<file path="config.mk">
export PLATFORM = sky130hd
export DESIGN_NAME = qnigma_tcp_tx_add
export DESIGN_NICKNAME = d
export VERILOG_FILES = /design/src/rtl/qnigma_pkg.sv /design/src/rtl/qnigma_tcp_cks_acc.sv /design/src/rtl/qnigma_tcp_tx_add.sv
export SDC_FILE = /design/constraint.sdc
export NUM_CORES = 1
export LEC_CHECK = 0
export BUFFER_PORTS_ARGS = -buffer_cell sky130_fd_sc_hd__buf_2
export CORE_ASPECT_RATIO = 0.6
export CORE_MARGIN = 2
export CORE_UTILIZATION = 57
export DETAILED_ROUTE_END_ITERATION = 10
export HOLD_SLACK_MARGIN = 0.15
export PLACE_DENSITY_LB_ADDON = 0.3
export SLEW_MARGIN = 20
export SYNTH_ARGS = -nofsm -noshare
export SYNTH_HDL_FRONTEND = slang
export SYNTH_SLANG_ARGS = --single-unit
</file>
<file path="constraint.sdc">
create_clock -name clk_i -period 7.61 [get_ports clk_i]
set_clock_uncertainty 0.05 [all_clocks]
set_input_delay 1.9025 -clock clk_i [delete_from_list [all_inputs] [get_ports clk_i]]
set_output_delay 1.9025 -clock clk_i [all_outputs]
set_load 0.005 [all_outputs]
</file>
<file path="src/rtl/qnigma_pkg.sv">
// Shared TCP types and sizing constants for the qnigma TX path.
package qnigma_pkg;

  localparam int TCP_TX_PACKET_DEPTH = 4;
  localparam int TCP_TX_FORCE_TICKS  = 1000;

  typedef struct packed {
    logic [31:0] loc_seq;
    logic [31:0] rem_ack;
    logic [15:0] mss;
  } tcb_t;

  typedef struct packed {
    logic        exists;
    logic [31:0] start;
    logic [31:0] stop;
    logic [15:0] lng;
    logic [15:0] cks;
    logic [7:0]  tries;
    logic        norm_rto;
    logic        sack_rto;
  } tcp_pkt_t;

  typedef enum logic [2:0] {
    ADD_IDLE,
    ADD_FILL,
    ADD_FOLD,
    ADD_PEND,
    ADD_WRITE
  } add_state_e;

endpackage

</file>
<file path="src/rtl/qnigma_tcp_cks_acc.sv">
// Byte-wise ones'-complement payload accumulator; each fold_i cycle applies one end-around carry.
module qnigma_tcp_cks_acc (
  input  logic        clk_i,
  input  logic        rst_i,
  input  logic        clr_i,
  input  logic        add_i,
  input  logic        odd_i,
  input  logic [7:0]  byte_i,
  input  logic        fold_i,
  output logic [15:0] cks_o
);

  logic [31:0] acc_q, acc_d;

  always_comb begin
    acc_d = acc_q;
    if (clr_i) begin
      acc_d = '0;
    end else if (add_i) begin
      acc_d = acc_q + (odd_i ? {24'd0, byte_i} : {16'd0, byte_i, 8'd0});
    end else if (fold_i) begin
      acc_d = {16'd0, acc_q[15:0]} + {16'd0, acc_q[31:16]};
    end
  end

  always_ff @(posedge clk_i) begin
    if (rst_i) acc_q <= '0;
    else       acc_q <= acc_d;
  end

  assign cks_o = acc_q[15:0];

endmodule

</file>
<file path="src/rtl/qnigma_tcp_tx_add.sv">
// Packetises the user TX byte stream into TCP segments: payload to data RAM,
// one info RAM entry per segment, handshaken with the scan stage via add_pend.
module qnigma_tcp_tx_add
  import qnigma_pkg::*;
#(
  parameter int D_DEPTH     = 16,
  parameter int P_DEPTH     = TCP_TX_PACKET_DEPTH,
  parameter int FORCE_TICKS = TCP_TX_FORCE_TICKS
) (
  input  logic               clk_i,
  input  logic               rst_i,
  input  tcb_t               tcb_i,
  input  logic [7:0]         in_d_i,
  input  logic               in_v_i,
  input  logic               in_last_i,
  output logic               in_rdy_o,
  output logic [D_DEPTH-1:0] dram_a_o,
  output logic [7:0]         dram_d_o,
  output logic               dram_w_o,
  output logic [P_DEPTH-1:0] add_ptr_o,
  input  logic               ent_ex_i,
  output logic               add_o,
  output tcp_pkt_t           pkt_w_o,
  output logic               add_pend_o,
  input  logic               scan_upd_i
);

  localparam int              TW        = $clog2(FORCE_TICKS + 1);
  localparam logic [31:0]     RAM_FULL  = 32'((64'd1 << D_DEPTH) - 64'd1);
  localparam logic [TW-1:0]   TICK_LAST = TW'(FORCE_TICKS - 1);
  localparam logic [TW-1:0]   TICK_SAT  = TW'(FORCE_TICKS);

  add_state_e         state_q, state_d;
  logic               rd_ok_q, rd_ok_d;
  logic [31:0]        seq_nxt_q, seq_nxt_d;
  logic [31:0]        seg_start_q, seg_start_d;
  logic [15:0]        cnt_q, cnt_d;
  logic [TW-1:0]      timer_q, timer_d;
  logic [1:0]         step_q, step_d;
  logic [P_DEPTH-1:0] add_ptr_q, add_ptr_d;
  logic [D_DEPTH-1:0] dram_a_q;
  logic [7:0]         dram_d_q;
  logic               dram_w_q;

  logic [31:0] in_flight;
  logic        xfer, close, fold, acc_clr;
  logic [15:0] cks;

  qnigma_tcp_cks_acc u_cks (
    .clk_i  (clk_i),
    .rst_i  (rst_i),
    .clr_i  (acc_clr),
    .add_i  (xfer),
    .odd_i  (cnt_q[0]),
    .byte_i (in_d_i),
    .fold_i (fold),
    .cks_o  (cks)
  );

  always_comb begin
    state_d     = state_q;
    rd_ok_d     = 1'b0;
    seq_nxt_d   = seq_nxt_q;
    seg_start_d = seg_start_q;
    cnt_d       = cnt_q;
    timer_d     = timer_q;
    step_d      = '0;
    add_ptr_d   = add_ptr_q;
    in_flight   = seq_nxt_q - tcb_i.rem_ack;
    in_rdy_o    = 1'b0;
    xfer        = 1'b0;
    close       = 1'b0;
    fold        = 1'b0;
    acc_clr     = 1'b0;
    add_o       = 1'b0;
    add_pend_o  = 1'b0;
    pkt_w_o     = '0;
    unique case (state_q)
      // ent_ex arrives one cycle after add_ptr settles, so the first IDLE cycle only waits.
      ADD_IDLE: begin
        rd_ok_d = 1'b1;
        if (rd_ok_q && !ent_ex_i) begin
          rd_ok_d     = 1'b0;
          seg_start_d = seq_nxt_q;
          state_d     = ADD_FILL;
        end
      end
      ADD_FILL: begin
        in_rdy_o = (in_flight < RAM_FULL);
        xfer     = in_v_i && in_rdy_o;
        if (xfer) begin
          seq_nxt_d = seq_nxt_q + 32'd1;
          cnt_d     = cnt_q + 16'd1;
          timer_d   = '0;
          close     = (cnt_d == tcb_i.mss) || in_last_i;
        end else if (cnt_q != 16'd0) begin
          // Closes on the FORCE_TICKS-th idle clock after the last byte.
          close = (timer_q == TICK_LAST);
          if (timer_q != TICK_SAT) timer_d = timer_q + TW'(1);
        end
        if (close) begin
          timer_d = '0;
          state_d = ADD_FOLD;
        end
      end
      ADD_FOLD: begin
        fold   = 1'b1;
        step_d = step_q + 2'd1;
        if (step_q == 2'd1) begin
          step_d  = '0;
          state_d = ADD_PEND;
        end
      end
      ADD_PEND: begin
        add_pend_o = 1'b1;
        step_d     = step_q + 2'd1;
        if (step_q == 2'd2) begin
          step_d = step_q;
          if (!scan_upd_i) begin
            step_d  = '0;
            state_d = ADD_WRITE;
          end
        end
      end
      ADD_WRITE: begin
        add_o          = 1'b1;
        add_pend_o     = 1'b1;
        pkt_w_o.exists = 1'b1;
        pkt_w_o.start  = seg_start_q;
        pkt_w_o.stop   = seq_nxt_q - 32'd1;
        pkt_w_o.lng    = cnt_q;
        pkt_w_o.cks    = cks;
        add_ptr_d      = add_ptr_q + P_DEPTH'(1);
        cnt_d          = '0;
        acc_clr        = 1'b1;
        state_d        = ADD_IDLE;
      end
      default: state_d = ADD_IDLE;
    endcase
  end

  always_ff @(posedge clk_i) begin
    if (rst_i) begin
      state_q     <= ADD_IDLE;
      rd_ok_q     <= 1'b0;
      seq_nxt_q   <= tcb_i.loc_seq;
      seg_start_q <= tcb_i.loc_seq;
      cnt_q       <= '0;
      timer_q     <= '0;
      step_q      <= '0;
      add_ptr_q   <= '0;
      dram_a_q    <= '0;
      dram_d_q    <= '0;
      dram_w_q    <= 1'b0;
    end else begin
      state_q     <= state_d;
      rd_ok_q     <= rd_ok_d;
      seq_nxt_q   <= seq_nxt_d;
      seg_start_q <= seg_start_d;
      cnt_q       <= cnt_d;
      timer_q     <= timer_d;
      step_q      <= step_d;
      add_ptr_q   <= add_ptr_d;
      dram_w_q    <= xfer;
      if (xfer) begin
        dram_a_q <= seq_nxt_q[D_DEPTH-1:0];
        dram_d_q <= in_d_i;
      end
    end
  end

  assign dram_a_o  = dram_a_q;
  assign dram_d_o  = dram_d_q;
  assign dram_w_o  = dram_w_q;
  assign add_ptr_o = add_ptr_q;

endmodule
</file>
Word-level counts from Yosys, hierarchy flattened

Index checks and enable logic that the tools add are counted.

Input bits: 94
Logic and storage cells: 96
Flip-flop bits (word level): 157
Output and inout port bits: 139

Equality and inequality tests: 16
Multiplexer cells: 35
Reduce and logical (&&, ||, !) cells: 22
Bitwise gates (word level): 1
$lt $le $gt $ge: 1
Add/sub/neg operators: 9

Operators with widths:

| kind                                                                           | count |
|---|---|
| 32-bit 2-to-1 mux                                                              | 8 |
| 97-bit 2-to-1 mux                                                              | 1 |
| 10-bit 2-to-1 mux                                                              | 4 |
| 32-bit by 1-bit adder with 32-bit output, second input constant                | 1 |
| 32-bit adder                                                                   | 1 |
| 32-bit by 16-bit less-than comparator with 1-bit output, second input constant | 1 |
| 16-bit 2-to-1 mux                                                              | 2 |
| 16-bit one-hot mux with 2 select lines                                         | 1 |
| 32-bit by 1-bit subtractor with 32-bit output, second input constant           | 1 |
| 32-bit subtractor                                                              | 1 |
| 16-bit by 16-bit adder with 17-bit output                                      | 1 |
| 16-bit by 1-bit adder with 16-bit output, second input constant                | 1 |
| 16-bit == test                                                                 | 1 |
| 16-bit nonzero test                                                            | 1 |
| 3-bit 2-to-1 mux                                                               | 5 |
| 2-bit != test, second input constant                                           | 6 |
| 3-bit one-hot mux with 4 select lines                                          | 1 |
| 2-bit nonzero test                                                             | 6 |
| 10-bit by 1-bit adder with 10-bit output, second input constant                | 1 |
| 10-bit == test, second input constant                                          | 1 |
| 10-bit != test, second input constant                                          | 1 |
| 1-bit 2-to-1 mux                                                               | 9 |
| 3-bit by 2-bit == test with 1-bit output, second input constant                | 2 |
| 2-bit 2-to-1 mux                                                               | 3 |
| 18 further kinds                                                               | 24 |

Depth between registers and ports, before layout

Depth after elaboration: 7
Depth in mapped cells: 18
Mapped depth without buffers: 16

Modules after synthesis

Synthesis repeated with hierarchy kept, for this count alone.

Cell total of the unflattened synthesis: 1650
Area total of the unflattened synthesis: 13017.5 µm²

Modules (own cells, without submodules):

| module             | cells an instance | times used | area an instance (µm²) | seq. area each (µm²) |
|---|---|---|---|---|
| qnigma_tcp_tx_add  | 1236              | 1          | 9741.8                 | 3143.0 |
| qnigma_tcp_cks_acc | 414               | 1          | 3275.6                 | 640.6 |

Least setup slack after synthesis

No wires, ideal clock.

Kind: input to output
Start: input tcb_i[16] (netlist name)
End: output in_rdy_o
Stages on the path: 11
Path buffers: 0
Path slack: 1.166 ns
Arrival time: 4.491 ns
Required time: 5.657 ns
Path through: ha_1 fa_1 xor2_1 a2111o_1 a2111oi_2 o2111ai_1 a2111oi_0 nor4b_2 a31oi_1 and3_4 and3_1

Cells in the longest elaborated chain, start to end: 3

Ends and longest elaborated chain:

| what                                                    | line                    | source |
|---|---|---|
| start, declared                                         | qnigma_tcp_tx_add.sv:12 | `input tcb_t tcb_i,` |
| 32-bit subtractor                                       | qnigma_tcp_tx_add.sv:69 | `in_flight = seq_nxt_q - tcb_i.rem_ack;` |
| 32-bit by 16-bit less-than comparator with 1-bit output | qnigma_tcp_tx_add.sv:89 | `in_rdy_o = (in_flight < RAM_FULL);` |
| 1-bit 2-to-1 mux                                        | qnigma_tcp_tx_add.sv:78 | `unique case (state_q)` |
| end, declared                                           | qnigma_tcp_tx_add.sv:16 | `output logic in_rdy_o,` |

Every way passes these cells.

Final worst setup path

Start: input tcb_i[17] (netlist name)
End: output in_rdy_o

Same word-level chain as after synthesis.

==> results.json <==
{
  "arrival_ns": 5.24,
  "path_depth": 13,
  "synth_seq_area_share": 0.307,
  "synth_top_cell_area_share": 0.156,
  "final-hold-violation-count": 0,
  "cts_tree": "yes",
  "place_area_mm2": 0.0135,
  "path_clk_slew_ns": 0.07,
  "synth_area_per_cell_um2": 7.71,
  "fmax_ghz": 0.139,
  "htreeDepth": 4,
  "synth_mux_area_frac": 0.00578,
  "drc_errors": 0,
  "synth_cells": 1599,
  "relSlewSlack": 0.296,
  "synth.ff_latch_count": 157,
  "nets": 1940,
  "num_vias": 12700,
  "tns_ns": 0,
  "cts.sinks": 157,
  "status": "finished, final reports clean",
  "synth_top_cell_by_area": "edfxtp_1",
  "finalCriticalPeriod_ns": 7.19,
  "yosys.cell_count.top_type": "nand2_1",
  "initial_core_util": 0.584,
  "busiest_layer": "met1",
  "crit_path_end_kind": "output pin",
  "critPathTopFamily": "compound AO/OA/AOI/OAI gates",
  "rsz0062_at_grt": "false",
  "netlist_area_mm2": 0.0123,
  "max-cap-violations": 0,
  "holdPathStages": 2,
  "ys_async_sr_fraction": 0,
  "cp_common_cell": "buf_2",
  "critPathBufInv": 3,
  "worstPathRequired_ns": 5.66,
  "die_area_mm2": 0.0229,
  "design_area_mm2": 0.0141,
  "numPortBuffers": 222,
  "synth-xor-area-share": 0.0824,
  "synth_compound_area_frac": 0.201,
  "grt_max_degree": 84,
  "final_layout_size_suffix_gt1_frac": 0.163,
  "gr-total-overflow": 0,
  "power.density_mw_per_mm2": 169,
  "diodes": 0,
  "cts_setup_buffers": 0,
  "hold_class": "flop to flop",
  "critical_path_class": "input port to output pin",
  "maxSlewViolCount": 0,
  "finalWirelength_um": 38500,
  "irDropWorstVdd_mv": 0.166,
  "synth_fa_ha_area_frac": 0.0759,
  "post-route-period-util": 0.944,
  "reg2reg_depth": 16,
  "hpwl_um": 28300,
  "grt_pass1_vias": 11600,
  "io_pins": 233,
  "synth-warning-count": 0,
  "met2_usage": 0.454,
  "ys_top_cells_by_count": "nand2_1 (150), nor2_1 (147), a21oi_1 (138), o21ai_0 (136), inv_1 (108)",
  "synth_area_leaders": "edfxtp_1 (16%), dfxtp_1 (15%), ha_1 (7.1%)",
  "synthSimpleGateAreaFrac": 0.261,
  "firstDrtPassIters": 5,
  "setup_viol_count_final": 0,
  "via_per_inst": 6.13,
  "area_growth_pct": 14.1,
  "ys.flop_type": "dfxtp_1",
  "grt_pass1_wl_um": 61500,
  "clockBufferDepth": 2,
  "ant_nets": 0,
  "grtUsageMet1": 0.516,
  "clock-root-buffer": "clkbuf_16",
  "fp.dieH_um": 118,
  "grt_use_total": 0.332,
  "cts_resized": 0,
  "crit_path_max_fanout": 4,
  "std_cell_rows": 41,
  "synth_enable_flop_cells": 64,
  "grtUsageMet3": 0.0828,
  "antenna_found_initial": 0,
  "core-area_mm2": 0.0211,
  "cp_cell_sequence": "buf_2, inv_1, ha_1, nor2b_1, o31ai_1, a31oi_1, a211oi_1, mux2i_1, o21ai_0, nor4_1, and4_1, and3_1, buf_2",
  "synth_top_family_by_area": "simple AND/OR/NAND/NOR gates",
  "worst_pin_slew_ns": 1.05,
  "slowest_delay_ns": 0.62,
  "drt-initial-drc-count": 1466,
  "gp_congestion": 0.956,
  "die_x_um": 194,
  "clk_latency_ns": 0.44,
  "start_kind": "input port",
  "power.leakage_uw": 0.00616,
  "hold_buffers": 0,
  "slowest_stage": "o31ai_1",
  "ys_types": 76,
  "wire_per_inst_um": 18.7,
  "cts_made_buffers": 17
}
-- path summary, 6_finish.rpt --
path | start | to | slack, ns
min reg2reg | dram_d_o[6]$_SDFFE_PP0P_ | dram_d_o[6]$_SDFFE_PP0P_ | 0.40
max reg2reg | seq_nxt_q[0]$_DFFE_PP_ | timer_q[6]$_SDFFE_PP0P_ | 2.20
min | dram_d_o[6]$_SDFFE_PP0P_ | dram_d_o[6]$_SDFFE_PP0P_ | 0.40
max | tcb_i[17] | in_rdy_o | 0.42
-- cells by family after synthesis --
group                    Yosys count
adder cells (fa/ha/maj)           73
other                              1
XOR/XNOR                         116
buffers and inverters            198
multiplexers                       7
AND/OR/NAND/NOR                  631
flip-flops                       157
AO/OA/AOI/OAI                    416
-- cell type report --
| type | instances | area [µm²] |
|---|---|---|
| Multi-Input combinational cell | 1253 | 7780 |
| Fill cell | 1875 | 7060 |
| Sequential cell | 157 | 3780 |
| Timing Repair Buffer | 235 | 1220 |
| Clock buffer | 22 | 469 |
| Inverter | 109 | 409 |
| Tap cell | 279 | 349 |
| Clock inverter | 10 | 61.3 |
-- worst min-delay path: cells and delay by family, from the launching register on --
kind | cells | cell delay (ns)
AND/OR/NAND/NOR | 1 | 0.05
flip-flops | 1 | 0.31
AO/OA/AOI/OAI | 1 | 0.05
-- registers in the layout, indices dropped and copies added, names as in the netlist --
name         flops
dram_a_o        16
add_ptr_o        4
seg_start_q     32
dram_d_o         8
timer_q         10
seq_nxt_q       32
rd_ok_q          1
cnt_q           16
step_q           2
state_q          3
dram_w_o         1
u_cks.acc_q     32
-- per-stage QoR --
stage / instances / hold WS [ns] / util / worst slack (ns) / total power (µW)
CTS: 2065 / 0.403 / 0.666 / 0.467 / 2370
global placement: 2033 / 0.387 / 0.641 / 0.542 / 1560
floorplan: 1608 / 0.398 / - / 1.17 / 1390
detailed placement: 2033 / 0.396 / 0.641 / 0.520 / 1570
global route: 2065 / 0.435 / 0.666 / 0.260 / 2490
finish: 2065 / 0.401 / 0.666 / 0.422 / 2380
-- per-layer routing --
layer	routed length [µm]	vias to the layer above	part of all wire
li1	-	6029	-
met4	465	0	0.012
met5	0	-	0
met3	4580	34	0.12
met1	18100	5880	0.47
met2	15400	716	0.40
-- cell usage in the layout (no fill, tap or decap), drive strengths merged, types with 11 or more instances in the layout --
cell type,netlist,routed
nand2,150,150
dfxtp,93,93
nor3,36,36
nand4,30,30
clkbuf,58,22
o21a,12,12
nand3,52,52
a21o,18,18
xnor2,93,93
a211oi,11,11
o211ai,20,20
buf,31,235
or3,28,28
o21ai,142,142
ha,70,70
nand3b,11,11
nor2b,17,17
edfxtp,64,64
a21oi,139,139
and2,18,18
inv,108,112
nand2b,15,15
o22ai,15,15
and3,80,80
nor2,149,149
nor4,20,20
xor2,23,23
-- report_power, final --
| group | internal [µW] | switching, µW |
|---|---|---|
| logic | 189 | 399 |
| registers | 937 | 47.8 |
| clock network | 439 | 368 |
| total | 1570 | 815 |
Power figures use the tool's default switching activity.
